## config.mk

```make
export PLATFORM = sky130hd
export DESIGN_NAME = dm_access_arbiter
export DESIGN_NICKNAME = d
export VERILOG_FILES = /design/src/rtl/dm_access_arbiter.sv
export SDC_FILE = /design/constraint.sdc
export NUM_CORES = 1
export LEC_CHECK = 0
export CAP_MARGIN = 20
export CORE_ASPECT_RATIO = 0.75
export CORE_MARGIN = 4
export CORE_UTILIZATION = 30
export DETAILED_ROUTE_END_ITERATION = 8
export PLACE_DENSITY = 0.69
export SETUP_SLACK_MARGIN = 0.3
export SYNTH_ARGS = -nofsm -noshare
export SYNTH_HDL_FRONTEND = slang
export SYNTH_SLANG_ARGS = --single-unit
```

## constraint.sdc

```tcl
create_clock -name clk -period 2.1 [get_ports clk]
set_clock_uncertainty 0.2 [all_clocks]
set_input_delay 0.315 -clock clk [delete_from_list [all_inputs] [get_ports clk]]
set_output_delay 0.315 -clock clk [all_outputs]
set_load 0.02 [all_outputs]
```

## src/rtl/dm_access_arbiter.sv

```systemverilog
// Two-port arbiter for the single-port data memory: arbitrates, merges sub-word stores, extends loads and flags bad accesses.
// Latency: ack arrives in the cycle after the request is sampled in IDLE, so there is at most one access every 2 cycles.
// Backpressure: a requester holds req with stable fields until its ack. The loser keeps waiting and is re-sampled in the next IDLE.
module dm_access_arbiter #(
    parameter int FIXED_PRIO = 0
) (
    input  logic        clk,
    input  logic        rst_n,
    input  logic        p0_req,
    input  logic        p0_we,
    input  logic [1:0]  p0_size,
    input  logic        p0_sext,
    input  logic [11:0] p0_addr,
    input  logic [31:0] p0_wdata,
    output logic        p0_ack,
    output logic [31:0] p0_rdata,
    output logic        p0_err,
    input  logic        p1_req,
    input  logic        p1_we,
    input  logic [1:0]  p1_size,
    input  logic        p1_sext,
    input  logic [11:0] p1_addr,
    input  logic [31:0] p1_wdata,
    output logic        p1_ack,
    output logic [31:0] p1_rdata,
    output logic        p1_err,
    output logic [9:0]  m_addr,
    output logic [31:0] m_wd,
    output logic        m_we,
    input  logic [31:0] m_rd
);

    localparam logic [0:0] S_IDLE   = 1'b0;
    localparam logic [0:0] S_ACCESS = 1'b1;

    logic [0:0]  state_q, state_d;
    logic        last_grant_q, last_grant_d;
    logic        win_q, win_d;
    logic        we_q, we_d;
    logic [1:0]  size_q, size_d;
    logic        sext_q, sext_d;
    logic [11:0] addr_q, addr_d;
    logic [31:0] wdata_q, wdata_d;
    logic        err_q, err_d;

    logic        sel;
    logic [1:0]  sel_size;
    logic [11:0] sel_addr;

    // Pick a winner, latch its access and step the two-state sequencer
    always_comb begin
        state_d      = state_q;
        last_grant_d = last_grant_q;
        win_d        = win_q;
        we_d         = we_q;
        size_d       = size_q;
        sext_d       = sext_q;
        addr_d       = addr_q;
        wdata_d      = wdata_q;
        err_d        = err_q;

        // On a tie, round-robin hands the grant to the port that did not go last.
        if (p0_req && p1_req) begin
            sel = (FIXED_PRIO != 0) ? 1'b0 : ~last_grant_q;
        end else begin
            sel = p1_req;
        end
        sel_size = sel ? p1_size : p0_size;
        sel_addr = sel ? p1_addr : p0_addr;

        if (state_q == S_IDLE) begin
            if (p0_req || p1_req) begin
                win_d   = sel;
                we_d    = sel ? p1_we    : p0_we;
                size_d  = sel_size;
                sext_d  = sel ? p1_sext  : p0_sext;
                addr_d  = sel_addr;
                wdata_d = sel ? p1_wdata : p0_wdata;
                err_d   = (sel_size == 2'b11)
                        | ((sel_size == 2'b01) & sel_addr[0])
                        | ((sel_size == 2'b10) & (sel_addr[1:0] != 2'b00));
                state_d = S_ACCESS;
            end
        end else begin
            last_grant_d = win_q;
            state_d      = S_IDLE;
        end
    end

    // Sequencer and latched-access registers with synchronous reset
    always_ff @(posedge clk) begin
        if (!rst_n) begin
            state_q      <= S_IDLE;
            last_grant_q <= 1'b1;
            win_q        <= 1'b0;
            we_q         <= 1'b0;
            size_q       <= 2'b00;
            sext_q       <= 1'b0;
            addr_q       <= 12'h000;
            wdata_q      <= 32'h0;
            err_q        <= 1'b0;
        end else begin
            state_q      <= state_d;
            last_grant_q <= last_grant_d;
            win_q        <= win_d;
            we_q         <= we_d;
            size_q       <= size_d;
            sext_q       <= sext_d;
            addr_q       <= addr_d;
            wdata_q      <= wdata_d;
            err_q        <= err_d;
        end
    end

    logic        in_access;
    logic        live;
    logic [4:0]  sh_b;
    logic [4:0]  sh_h;
    logic [31:0] rd_b;
    logic [31:0] rd_h;
    logic [31:0] merged;
    logic [31:0] load_val;
    logic [31:0] rd_out;

    // Big-endian lane select, read-merge-write data, load extension and per-port outputs
    always_comb begin
        in_access = (state_q == S_ACCESS);
        // A reset asserted during ACCESS cancels both the write and the ack.
        live      = in_access & rst_n;
        // Byte offset 0 is the top lane, so the shift is (3 - offset) bytes.
        sh_b      = {~addr_q[1:0], 3'b000};
        sh_h      = {~addr_q[1], 4'b0000};
        rd_b      = m_rd >> sh_b;
        rd_h      = m_rd >> sh_h;

        case (size_q)
            2'b00:   merged = (m_rd & ~(32'h0000_00FF << sh_b)) | ({24'h0, wdata_q[7:0]} << sh_b);
            2'b01:   merged = (m_rd & ~(32'h0000_FFFF << sh_h)) | ({16'h0, wdata_q[15:0]} << sh_h);
            default: merged = wdata_q;
        endcase

        case (size_q)
            2'b00:   load_val = {{24{sext_q & rd_b[7]}}, rd_b[7:0]};
            2'b01:   load_val = {{16{sext_q & rd_h[15]}}, rd_h[15:0]};
            default: load_val = m_rd;
        endcase

        rd_out   = (live & ~we_q & ~err_q) ? load_val : 32'h0;

        m_addr   = addr_q[11:2];
        m_wd     = in_access ? merged : wdata_q;
        m_we     = live & we_q & ~err_q;

        p0_ack   = live & ~win_q;
        p1_ack   = live & win_q;
        p0_err   = p0_ack & err_q;
        p1_err   = p1_ack & err_q;
        p0_rdata = win_q ? 32'h0 : rd_out;
        p1_rdata = win_q ? rd_out : 32'h0;
    end

endmodule

```

== Word-level counts from Yosys, hierarchy flattened ==
Index checks and enable logic that the tools add are counted.
Word-level totals
  register bits after elaboration: 52
  bits of input ports: 132
  output and inout port bits: 111
  logic and storage cells: 67
Cells by class
  eq/ne operators: 4
  shift-type cells: 6
  multiplexer cells: 13
  bitwise logic cells: 29
  reductions and logical operators: 6
Operators by type and width (count)
  $mux W32: 5
  $pmux W32 S2: 2
  $and A32 B32 Y32: 2
  $not A32 Y32: 2
  $or A32 B32 Y32: 2
  $shl A16 B5 Y32: 1
  $shl A16 B5 Y32 const A: 1
  $shl A8 B5 Y32: 1
  $shl A8 B5 Y32 const A: 1
  $shr A32 B5 Y16: 1
  $shr A32 B5 Y8: 1
  $and A1 B1 Y1: 13
  $mux W12: 1
  $not A1 Y1: 7
  $eq A2 B1 Y1 const B: 2
  $eq A2 B2 Y1 const B: 2
  $mux W1: 4
  $logic_not A2 Y1: 1
  $mux W2: 1
  $not A2 Y2: 1
  $or A1 B1 Y1: 2
  $reduce_and A2 Y1: 1
  $reduce_bool A2 Y1: 1
  $reduce_or A2 Y1: 1
  2 further kinds: 2

== Longest topological paths before layout ==
  depth after elaboration: 7
  depth in mapped cells: 7
  depth with buffers taken out: 4

== Worst setup path after synthesis ==
No wires, ideal clock.
  path type: register to output
  start point: register size_q[0]
  end point: output port m_wd[16]
  arrival time: 1.756 ns
  data required time: 1.585 ns
  slack: -0.171 ns
  cell stages (with the launch flop): 7
  buffers on the path: 2
  cells stage by stage: dfxtp_1 > buf_2 > or2_2 > buf_2 > nand2_1 > mux2i_1 > o21ai_0
On the way
  longest elaborated chain between the ends: 3
  elaborated cells between the ends (all ways): 4
  those cells by class: eq/ne: 1; mux: 2; reduce/logical: 1
Ends and longest elaborated chain
  from (decl): line 40  | logic [1:0] size_q, size_d;
  from (signal assigned): line 107  | size_q <= size_d;
  $eq A2 B1 Y1 or $logic_not A2 Y1 (tied branches): line 136  | case (size_q)
  $pmux W32 S2 (*): line 136
  $mux W32 (*): line 151  | m_wd = in_access ? merged : wdata_q;
  to (decl): line 28  | output logic [31:0] m_wd,
Every way passes the cells marked *; elsewhere a longest branch is shown, timed or not.

== Final worst setup path ==
  start point: register addr_q[1]
  end point: output port p1_rdata[19]
On the way
  longest elaborated chain between the ends: 6
  elaborated cells between the ends (all ways): 9
  those cells by class: shift: 2; mux: 3; bitwise: 4
Ends and longest elaborated chain
  from (decl): line 42  | logic [11:0] addr_q, addr_d;
  from (signal assigned): line 109  | addr_q <= addr_d;
  $not A1 Y1 or $not A2 Y2 (tied branches): line 132, 131
  $shr A32 B5 Y16 or $shr A32 B5 Y8 (tied branches): line 134, 133
  $and A1 B1 Y1, on equally long branches: line 144, 143
  $pmux W32 S2 (*): line 142  | case (size_q)
  $mux W32 (*): line 148  | rd_out = (live & ~we_q & ~err_q) ? load_val : 32'h0;
  $mux W32 (*): line 159  | p1_rdata = win_q ? rd_out : 32'h0;
  to (decl): line 25  | output logic [31:0] p1_rdata,
Marks and branches as above.

==> results.md <==
- Outcome: finished with violations
- Failing checks: negative setup slack
- Cell taking the most area after synthesis: dfxtp_1
- Hold path cells: 2
- Critical path capture point type: primary output
- Avg Inst Size Synth: 6.94 um^2
- Synth top area share: 0.252
- Root buffer cell: clkbuf_16
- Die Area: 0.0157 mm^2
- IR drop worst, VDD: 0.336 mV
- Largest fanout on the critical path: 6
- DRC: 0
- Final setup TNS: -35.35 ns
- Initial antenna violation count: 1
- Post-synth EDFFs: 0
- Asr flop ratio synth: 0
- Main synth FF type: dfxtp_1
- Seq cells post-synth: 52
- Hold Crit Class: flip-flop to flip-flop
- Placed Cells: 1076
- Post-DP HPWL: 17700 um
- Core Util, Final: 0.707
- Worst Max-Slew Pin Slew: 0.467 ns
- Synth Warn #: 0
- DIE WIDTH: 143 um
- # clock sinks: 52
- Fillers: 1036
- Num CTS Buffers: 5
- Die span in y: 110 um
- Sw Ratio: 0.374
- Post-DRT Antenna Nets: 0
- Reg area: 0.00106 mm^2
- Startpoint types: flip-flop
- Multi-input gate area: 0.00373 mm^2
- Nets: 1083
- Total Power: 4.62 mW
- Share of layout cells above drive strength 1: 0.475
- Hold endpoint: wdata_q[21]$_SDFFE_PN0P_
- Ant. Diodes: 0
- # Max-Cap Violations: 0
- Vias in the first global route: 6009
- Power Internal: 2.89 mW
- Via density: 5.36
- Core box area: 0.0132 mm^2
- Seq/Total Area, Yosys: 0.252
- Total gr overflow: 0
- Critical Path AT: 2.11 ns
- Worst skew pair latency: 0.30 ns
- Netlist cell types: 43
- Psw: 1.73 mW
- Final non-filler cell area: 0.00936 mm^2
- CTS tree: yes
- FMAX: 380 MHz
- Synth Instances: 594
- Leakage power total: 3.93 nW
- Syn_nets: 726
- Pre-Repair DR Iteration Count: 6
- Area Overhead vs Synth: 127%
- Rel. slew slack: 0.685
- Vias: 6018
- Post-layout min period: 2.63 ns
- Dpl cell area: 0.00801 mm^2
- Routed Wire Length: 23100 um
- Max Root-Sink Buffers: 2
- Worst Setup Path Type: flip-flop to primary output
- R2R Path End: err_q$_SDFFE_PN0P_
- GR Util All Layers: 0.280
- DR WL/cell: 20.6 um
- Initial Util: 0.312
- Clk pwr share: 0.186
- Routability congestion estimate: 0.905
- Comb power frac: 0.562
- Post-route clock period utilization: 1.25
- Final worst slack: -0.528 ns
- FP Rows: 36
- Final setup viols: 96
- RSZ-0062 raised after global routing: true
- Port Buffers: 242
- Largest net degree at the start of global routing: 51
- Crit path required time: 1.58 ns
- Critical R2R Launch: in_access$_SDFF_PP0_
- Power per cell area: 493 mW/mm^2
- Worst R2R Path Depth: 6
- 1st-iter DRT viols: 296
- Worst hold start: wdata_q[21]$_SDFFE_PN0P_
- Cell Area, Synth: 0.00413 mm^2
- Reg2Reg Setup Slack: 0.35 ns
- Slew Viols, Final: 0
- Num ports: 243
- Post-CTS Hold Fix Bufs: 0
- Dominant cells by area after synthesis: dfxtp_1 (25%), nor2_1 (11%), nand2_1 (11%), a311oi_1 (9.6%), o21ai_0 (4.6%)
- Clock slew at reported path FFs: 0.07 ns
- First-pass GRT wire length: 34100 um
- Fin cells: 1123
- Final Hold Fails: 0
- CTS H-tree depth: 2
- Seq pwr share: 0.252
[state kept, by name, indices dropped and copies added (netlist names)]
register and count:
wdata_q 32, addr_q 12, size_q 2, err_q 1, in_access 1, last_grant_q 1
sext_q 1, we_q 1, win_q 1
[worst max-delay path by stage]
stage                   end              startpoint
3_3_place_gp   p0_rdata[31]                 m_rd[7]
3_5_place_dp   p0_rdata[31]                 m_rd[7]
6_report       p1_rdata[19]  addr_q[1]$_SDFFE_PN0P_
2_1_floorplan  p1_rdata[21]  addr_q[1]$_SDFFE_PN0P_
5_1_grt        p1_rdata[18]  addr_q[1]$_SDFFE_PN0P_
4_1_cts        p1_rdata[18]  addr_q[1]$_SDFFE_PN0P_
[kinds of logic (layout without fill, tap and decap cells)]
family | after synthesis | in the layout | share of synthesized area
flops | 52 | 52 | 0.252
compound gates | 145 | 145 | 0.267
simple gates | 300 | 301 | 0.302
buf+inv | 69 | 426 | 0.0837
mux | 28 | 28 | 0.0946
[timing repair]
action	CTS	global route
cloned	3	2
buffers inserted	26	8
resized for setup	685	78
setup endpoints to repair	137	131
pin swaps	36	28
[Yosys cell counts (all sizes together), types with 5 or more instances]
library cell / instances
or2: 5
o22ai: 15
clkbuf: 32
nand2: 122
o21ai: 39
dfxtp: 52
nand2b: 6
and2: 8
o2111ai: 11
mux2i: 12
nor2b: 13
o22a: 7
a311oi: 45
buf: 31
nor3: 19
nor2: 124
mux4: 8
mux2: 8
[metrics by stage]
step           setup WS (ns)  hold WS [ns]
6_report              -0.528         0.301
5_1_grt               -0.610         0.317
2_1_floorplan        -0.0487         0.243
4_1_cts               -0.489         0.305
3_5_place_dp           -1.02         0.295
3_3_place_gp          -0.975         0.285
[area by class of cell]
type	count	area share
Inverter	6	0.00321
Clock buffer	6	0.0148
Multi-Input combinational cell	474	0.398
Timing Repair Buffer	412	0.446
Sequential cell	52	0.113
Tap cell	171	0.0229
Clock inverter	2	0.00147
[per-layer routing]
metal / GRT usage / wire, um
met1: 0.376 / 9810
met2: 0.464 / 11000
met3: 0.0661 / 1940
met4: 0.0504 / 386
met5: 0 / 20
[cells in the final DEF, fill, tap and decap left out, types with 17 or more instances in the layout]
cell type	Yosys	layout
a311oi_1	45	44
buf_12	0	21
buf_4	10	129
nand2_1	122	116
nor2_4	0	28
dfxtp_1	52	47
o21ai_1	1	17
nor2_1	124	76
clkdlybuf4s50_1	0	123
nor2_2	0	20
buf_6	4	109
[critical path, cell delays in order (launching register included)]
cell       delay (ns)
dfxtp_4          0.38
mux4_2           0.53
and2_4           0.19
o2111ai_4        0.24
buf_6            0.16
buf_16           0.13
nor2_2           0.05
buf_6            0.14
[power by group through the flow]
stage / sequential (mW) / combinational [mW] / clock, mW
2_1_floorplan: 1.16 / 1.08 / 0
3_3_place_gp: 1.18 / 2.11 / 0
3_5_place_dp: 1.18 / 2.13 / 0
4_1_cts: 1.16 / 2.38 / 0.875
5_1_grt: 1.17 / 2.74 / 0.924
6_report: 1.16 / 2.59 / 0.861
Power figures use the tool's default switching activity.
==> edit: new RTL, same flow settings <==
Reset style: asynchronous (`rst_n`), changed in one clocked block. Comments in the files are not updated.
--- a/src/rtl/dm_access_arbiter.sv
+++ b/src/rtl/dm_access_arbiter.sv
@@ -88,7 +88,7 @@
     end
 
     // Sequencer and latched-access registers with synchronous reset
-    always_ff @(posedge clk) begin
+    always_ff @(posedge clk or negedge rst_n) begin
         if (!rst_n) begin
             state_q      <= S_IDLE;
             last_grant_q <= 1'b1;
Function: differs if rst_n is asserted again (counterexample within 4 cycles, from zero or initial values and one cycle with rst_n low); with rst_n held inactive, the same outputs for 4 cycles.
==> edit against the original RTL <==
  * Setup slack gained 0.031 ns
  * Final cell count shrank 1.2%
  * Sequential cell count is the same
  * Final area grew 7.3%
  * The flow still finishes with violations (negative setup slack)
  * Synthesized area grew 6.0%
  * Wire length shrank 3.3%
Power is not compared: it rests on default switching activity, and its combinational part moved more than twofold at a synthesized area within 25%.
==> edit: results (changes against the original RTL) <==
finalNonFillerCells: 1110  # -1.2%
fin_worst_hold_slack_ns: 0.03508  # -0.2654 ns
synth_seq_area_share_pct: 29.79  # +4.6 points
dr.first_iter.drc_count: 352  # +19%
timing.critical_path.slowest_stage_cell: "sky130_fd_sc_hd__dfrtp_2"
synth.area.mux_share_pct: 22.72  # +13 points
dr.pass1.iters: 5  # -1
clock_tree_area_fraction_pct: 1.495  # -0.14 points
num-fill-cells: 985  # -4.9%
path_delay_family: "buffers and inverters"
postSynthNetCount: 674  # -7.2%
nClkBuffers: 7  # +1
grt.met2_usage_pct: 41.13  # -5.2 points
setup_slack_ns: -0.4979  # +0.03053 ns
grt_pass1_wl_mm: 31.85  # -6.5%
met3RoutedLength_mm: 1.779  # -8.1%
grtUsageMet1_pct: 30.29  # -7.3 points
design.die.area_sq_mm: 0.01659  # +5.6%
status: "complete, but fails checks"
critical_path_peak_fanout: 4  # -2
synth_common_cells: "68 x sky130_fd_sc_hd__o21ai_0, 67 x sky130_fd_sc_hd__nand2_1, 61 x sky130_fd_sc_hd__mux2i_1"
postSynthCellCount: 542  # -8.8%
worst_pin_slew_ns: 0.6300  # +0.1632 ns
final_layout_size_suffix_gt1_share_pct: 53.99  # +6.5 points
fin_crit_sh_pct: 123.7  # -1.5 points
grt.total_usage_pct: 23.82  # -4.1 points
multi_input_cells: 418  # -12%
post_synth_num_cell_types: 38  # -12%
setup.reg_to_reg.worst_slack_ns: 0.29  # -0.06 ns
crit-reg2reg-launch: "in_access"
cp-endpoint: "p1_rdata[24]"
multi_input_area_share_pct: 38.67  # -1.1 points
inverters_excl_clock: 12  # +6
synth-compound-area-share_pct: 20.98  # -5.7 points
wl_met2_mm: 11.01  # +0.34%
timing.critical_path.arrival_ns: 2.08  # -0.03 ns
worst_hold_path_type: "in2async"
sh_seq_area_pct: 13.03  # +1.7 points
share_of_flip_flops_with_an_asynchronous_set_or_reset_pct: 100.0  # +100 points
nNetsFinal: 1046  # -3.4%
top_layer: "met4"
tns_ns: -39.20  # -3.853 ns
setup-violations-final: 96  # unchanged
netlist_top_cells_area: "sky130_fd_sc_hd__dfrtp_1 29%, sky130_fd_sc_hd__mux2i_1 14%, sky130_fd_sc_hd__o21ai_0 7.8%"
synthFlopType: "sky130_fd_sc_hd__dfrtp_1"
place_worst_setup_slack_ns: -0.9471  # +0.06841 ns
failed_checks: "negative setup slack"
reg2reg_to: "err_q"
placed_cell_area_sq_mm: 0.008459  # +5.6%
edit: cell types whose count changed in the layout (fill, tap and decap cells not counted), moves of 10 or more:
cell and change:
sky130_fd_sc_hd__nor3_4 +24, sky130_fd_sc_hd__dfrtp_1 +46, sky130_fd_sc_hd__o21ai_0 +24, sky130_fd_sc_hd__o21ai_1 +10
sky130_fd_sc_hd__a311oi_1 -44, sky130_fd_sc_hd__dlygate4sd2_1 -13, sky130_fd_sc_hd__dfxtp_1 -47, sky130_fd_sc_hd__mux2i_1 +40
sky130_fd_sc_hd__nand2_1 -54, sky130_fd_sc_hd__nor2_4 -23, sky130_fd_sc_hd__a21oi_2 +14, sky130_fd_sc_hd__nor2_1 -50
edit: repair_timing:
action,CTS,global route
buffers inserted,38,21
gates cloned,2,13
endpoints found under the hold margin,4,0
resized for setup,634,118
pin swaps,52,23
setup endpoints to repair,107,156
hold buffers,1,0
